--- config.mk ---
export PLATFORM = sky130hd
export DESIGN_NAME = debounce_bank
export DESIGN_NICKNAME = d
export VERILOG_FILES = /design/src/rtl/debounce_bank.sv
export SDC_FILE = /design/constraint.sdc
export NUM_CORES = 1
export LEC_CHECK = 0
export CAP_MARGIN = 20
export CORE_MARGIN = 2
export CORE_UTILIZATION = 43
export DETAILED_ROUTE_END_ITERATION = 8
export MAX_ROUTING_LAYER = met4
export SKIP_CTS_REPAIR_TIMING = 1
export SLEW_MARGIN = 30
export SYNTH_ARGS = -nofsm -noshare
export SYNTH_HDL_FRONTEND = slang
export SYNTH_SLANG_ARGS = --single-unit
--- constraint.sdc ---
create_clock -name clk -period 3.3 [get_ports clk]
set_input_delay 0.825 -clock clk [delete_from_list [all_inputs] [get_ports clk]]
set_output_delay 0.825 -clock clk [all_outputs]
set_load 0.1 [all_outputs]
--- src/rtl/debounce_bank.sv ---
// Multi-channel push-button debouncer: synchronised, stability-counted clean level with press/release pulses.
// Optional auto-repeat pulses while held when DEBOUNCE_BANK_REPEAT_EN is defined.
module debounce_bank #(
  parameter int unsigned CHANNELS      = 4,
  parameter int unsigned CNT_W         = 19,
  parameter int unsigned SYNC_STAGES   = 2,
  parameter int unsigned ACTIVE_LOW    = 1,
  parameter int unsigned REPEAT_DELAY  = 1000000,
  parameter int unsigned REPEAT_PERIOD = 200000
) (
  input  logic                clk,
  input  logic                rst_n,
  input  logic [CHANNELS-1:0] sig_in,
  output logic [CHANNELS-1:0] sig_state,
  output logic [CHANNELS-1:0] sig_down,
  output logic [CHANNELS-1:0] sig_up,
  output logic [CHANNELS-1:0] sig_repeat,
  output logic                any_state
);

  localparam logic INACTIVE = (ACTIVE_LOW != 0);

  logic [SYNC_STAGES-1:0] sync_q [CHANNELS];
  logic [SYNC_STAGES-1:0] sync_d [CHANNELS];
  logic [CNT_W-1:0]       cnt_q  [CHANNELS];
  logic [CNT_W-1:0]       cnt_d  [CHANNELS];
  logic [CHANNELS-1:0]    state_q, state_d;
  logic [CHANNELS-1:0]    down_q, down_d;
  logic [CHANNELS-1:0]    up_q, up_d;
  logic [CHANNELS-1:0]    lvl;
  logic [CHANNELS-1:0]    toggle;

  // Synchroniser shift, polarity normalisation and stability counting
  always_comb begin
    lvl    = '0;
    toggle = '0;
    for (int i = 0; i < int'(CHANNELS); i++) begin
      sync_d[i] = {sync_q[i][SYNC_STAGES-2:0], sig_in[i]};
      cnt_d[i]  = '0;
      lvl[i]    = sync_q[i][SYNC_STAGES-1] ^ INACTIVE;
      if (lvl[i] != state_q[i]) begin
        if (&cnt_q[i]) begin
          toggle[i] = 1'b1;
        end else begin
          cnt_d[i] = CNT_W'(cnt_q[i] + 1'b1);
        end
      end
    end
    state_d = state_q ^ toggle;
    down_d  = toggle & ~state_q;
    up_d    = toggle & state_q;
  end

  always_ff @(posedge clk or negedge rst_n) begin
    if (!rst_n) begin
      for (int i = 0; i < int'(CHANNELS); i++) begin
        sync_q[i] <= {SYNC_STAGES{INACTIVE}};
        cnt_q[i]  <= '0;
      end
      state_q <= '0;
      down_q  <= '0;
      up_q    <= '0;
    end else begin
      for (int i = 0; i < int'(CHANNELS); i++) begin
        sync_q[i] <= sync_d[i];
        cnt_q[i]  <= cnt_d[i];
      end
      state_q <= state_d;
      down_q  <= down_d;
      up_q    <= up_d;
    end
  end

  assign sig_state = state_q;
  assign sig_down  = down_q;
  assign sig_up    = up_q;
  assign any_state = |state_q;

`ifdef DEBOUNCE_BANK_REPEAT_EN
  localparam int unsigned REP_MAX = (REPEAT_DELAY > REPEAT_PERIOD) ? REPEAT_DELAY : REPEAT_PERIOD;
  localparam int unsigned RW      = $clog2(REP_MAX + 1);

  logic [RW-1:0]       rcnt_q [CHANNELS];
  logic [RW-1:0]       rcnt_d [CHANNELS];
  logic [CHANNELS-1:0] period_q, period_d;
  logic [CHANNELS-1:0] rep_q, rep_d;
  logic [RW-1:0]       rcnt_nxt;
  logic [RW-1:0]       rtarget;

  // Hold timer: first interval is REPEAT_DELAY, later intervals REPEAT_PERIOD; stops on press/release edges
  always_comb begin
    period_d = '0;
    rep_d    = '0;
    rcnt_nxt = '0;
    rtarget  = '0;
    for (int i = 0; i < int'(CHANNELS); i++) begin
      rcnt_d[i] = '0;
      if (state_q[i] && !toggle[i]) begin
        rcnt_nxt    = RW'(rcnt_q[i] + 1'b1);
        rtarget     = period_q[i] ? RW'(REPEAT_PERIOD) : RW'(REPEAT_DELAY);
        period_d[i] = period_q[i];
        rcnt_d[i]   = rcnt_nxt;
        if (rcnt_nxt == rtarget) begin
          rep_d[i]    = 1'b1;
          rcnt_d[i]   = '0;
          period_d[i] = 1'b1;
        end
      end
    end
  end

  always_ff @(posedge clk or negedge rst_n) begin
    if (!rst_n) begin
      for (int i = 0; i < int'(CHANNELS); i++) begin
        rcnt_q[i] <= '0;
      end
      period_q <= '0;
      rep_q    <= '0;
    end else begin
      for (int i = 0; i < int'(CHANNELS); i++) begin
        rcnt_q[i] <= rcnt_d[i];
      end
      period_q <= period_d;
      rep_q    <= rep_d;
    end
  end

  assign sig_repeat = rep_q;
`else
  logic unused_repeat_params;
  assign unused_repeat_params = ^{REPEAT_DELAY, REPEAT_PERIOD};
  assign sig_repeat = '0;
`endif

endmodule

# Yosys cells after proc, flatten, opt, wreduce, memory -nomap -nowiden
# Cells that the tools add are included.
# totals
ff_bits	96
inputBits	6
out_inout_bits	17
word_cells	48
# classes
addsub	4
n_eq_ne	4
muxes	16
n_bitwise	8
n_reduce_logical	5
# op_table
operator	count
19-bit two-way mux	8
19-bit by 1-bit adder with 19-bit output (second input constant)	4
19-bit AND reduction	4
4-bit bitwise AND	2
1-bit two-way mux	8
1-bit != test	4
1-bit inverter	4
4-bit inverter	1
4-bit OR reduction	1
4-bit bitwise XOR	1

# Depth between registers and ports, before layout
# depth
word_depth	4
ltp_mapped	7
ltp_nobuf	7

# Worst setup path before layout
# OpenSTA, ideal clock, no wires.
# synth_timing
path_type	reg-to-output
start	register state_q[2] (netlist: sig_state[2])
end	output any_state
arrival_ns	1.911
required_time_ns	2.475
slack_ns	0.564
path_stages_with_launch	3
path_buffers	0
cell_sequence	dfrtp_1 -> inv_1 -> nand4_1
# synth_via
elab_chain_len	1
# synth_lines
item	line	text
from (decl)	27	logic [CHANNELS-1:0] state_q, state_d;
from (signal assigned)	68	state_q <= state_d;
4-bit OR reduction	77	assign any_state = |state_q;
to (decl)	18	output logic any_state
# Every way passes these cells.

# Worst setup path in the final report
# layout_timing
start	register state_q[0] (netlist: sig_state[0])
end	output any_state
# Same word-level chain as after synthesis.

==> reports/metrics.cfg <==
[placed_design]
dp_worst_setup_slack_ps=1210
dp_hpwl_mm=5.66
gp_congestion=0.823
io_buffer_count=18

[final_layout]
final_core_util_pct=48.7
syn2layout_area_growth_pct=11.1
antennaDiodeCount=0
drive_gt1_share_pct=10.7
nets=480
fillerInstances=956

[global_route]
grt_antenna_before_repair=0
grt_pass1_vias=3062
grt_pass1_wl_mm=14.5
grtUsageTotal_pct=16.7
grt_max_degree=57
grt_overflow=0

[worst_setup_path]
path_max_fanout=4
cp.required_ps=2470
crit_type=reg2out
endpoint_kind=output port
start_kind=register
arrival_ps=1360

[flow_run]
maxCapViolCount=0

[die]
num_rows=37
io_pins=23
coreArea_um2=10300
fp.dieW_um=106
initial_utilization_pct=43.9
fp.dieH_um=106
die_area_um2=11300

[synth]
ys_types=37
seq_area_frac_synth_pct=53.5
synthMuxAreaShare_pct=0.693
syn_area_per_cell_um2=10.2
synth_compound_area_share_pct=4.74
synth_xor_area_share_pct=11.1
synthSimpleGateAreaFrac_pct=23.1
synth_top_family_by_area=simple AND/OR/NAND/NOR gates
synth_area_um2=4510
synth-edff-count=0
synth_fa_ha_area_share_pct=3.33
yosys_warnings=0
synthFlopType=dfrtp_1
ys_ff_latch=96
syn_inst=443
async_reset_ff_share_pct=100

[timing]
tns_ps=0
finalMaxSlewViolations=0
fin_hold_ws_ps=357
rsz0062_at_grt=false
worst_slew_pin_slew_ps=855
fmax_mhz=458
worst_slack_ps=1120
setup_viol=0
fin_crit_sh_pct=66.2
slew_headroom_pct=42.8
finClkSkew_ps=9.92
post-route-min-period_ps=2180
hold_violations=0

[detailed_routing]
ant_nets=0
wl_per_cell_um=13.7
vias=3138
wl_mm=8.24
drtIter0Drc=124
drc_errors=0
firstDrtPassIters=6
routed_via_density=5.20

[power]
p_leak_nw=2.20
pwr_density_cell_nw_per_um2=431
total_power_mw=2.16
vdd_drop_max_mv=0.311

[cts]
cts_root_buf=clkbuf_8
cts_buffers=9
clockBufferDepth=2
cts.sinks=96
clk_pin_slew_ps=90
h-tree-depth=3
cts_tree=yes
worst_skew_pair.late_latency_ps=370

[outcome]
status=complete, no violations

[worst_hold_path]
hp-class=reg2reg

registers in the layout, indices dropped and copies added, names as in the netlist:
register   flops
cnt_q         76
sig_down       4
sig_state      4
sig_up         4
sync_d         4
sync_q         4
layout by cell type, fill, tap and decap left out, drive strengths merged, types with 12 or more instances in the layout:
master / n
dfrtp: 88
nor2: 75
nand3: 31
xnor2: 31
xor2: 26
nand4: 24
inv: 22
nand2: 18
buf: 16
nor3: 12
ha: 12
cells by family after synthesis:
family / Yosys count
simple gates: 206
flops: 96
xor+xnor: 57
buf+inv: 37
compound gates: 31
fa+ha+maj: 12
mux: 3
other cells: 1
final timing paths:
path                              startpoint      endpoint  slack (ps)  depth (start not counted)
worst max-delay path            sig_state[0]     any_state        1120                          3
worst min-delay path               sync_d[3]     sync_q[3]         360                          0
worst max register to register     cnt_q[22]  sig_state[2]        1180                          6
worst min register to register     sync_d[3]     sync_q[3]         360                          0
max in group asynchronous              rst_n     sync_d[1]        2140                          2
min in group asynchronous              rst_n     cnt_q[54]         430                          1
area by class of cell:
cell class / count / area, µm² / share of cell area (%)
multi-input cells: 313 / 1950 / 38.9
clock inverters: 5 / 80.1 / 1.60
inverters: 22 / 82.6 / 1.65
flip-flops and latches: 96 / 2410 / 48.2
clock buffers: 11 / 141 / 2.82
well taps: 136 / 170 / 3.40
repair buffers: 20 / 173 / 3.45
stage by stage:
step | std cells | cell area [µm²]
2_1_floorplan | 446 | 4520
3_3_place_gp | 587 | 4790
3_5_place_dp | 587 | 4790
4_1_cts | 603 | 5010
5_1_grt | 603 | 5010
6_report | 603 | 5010
per-layer routing:
| layer | track usage [%] | wire [µm] | vias up |
|---|---|---|---|
| met5 | - | 0 | - |
| li1 | - | - | 1559 |
| met2 | 25.0 | 3880 | 34 |
| met4 | 5.84 | 152 | 0 |
| met3 | 4.05 | 221 | 13 |
| met1 | 22.2 | 3990 | 1532 |
synth_stat cells, types with 2 or more instances:
cell type | count | area [µm²]
or2_2 | 4 | 25.0
or4_1 | 3 | 22.5
and3_1 | 11 | 68.8
and2_1 | 2 | 12.5
buf_2 | 4 | 20.0
dfrtp_1 | 88 | 2200
xnor2_1 | 31 | 272
o31ai_1 | 3 | 22.5
clkbuf_1 | 7 | 26.3
ha_1 | 12 | 150
nor2_1 | 75 | 282
mux2i_1 | 2 | 20.0
or3_1 | 5 | 31.3
a41o_1 | 3 | 30.0
nand3_1 | 31 | 155
dfstp_2 | 8 | 210
and4_1 | 8 | 70.1
o21ai_0 | 6 | 30.0
a31o_2 | 2 | 17.5
a21oi_1 | 11 | 55.1
a22o_1 | 2 | 17.5
nor4_1 | 11 | 68.8
xor2_1 | 26 | 228
nand4_1 | 23 | 144
nand2_1 | 18 | 67.6
buf_4 | 4 | 30.0
nor3_1 | 12 | 60.1
inv_1 | 22 | 82.6
power by group:
group          leakage (nW)  internal [mW]  switching (mW)
clock                 0.106          0.446           0.401
sequential             1.30           1.20          0.0169
combinational         0.795         0.0257          0.0727
total                  2.20           1.67           0.491
worst max-delay path, cell delays in order (launching register included):
cell and delay [ps]:
dfrtp_1 460, inv_1 120, nand4_1 120, buf_4 300
Note: power is estimated with default switching activity, not from simulation.
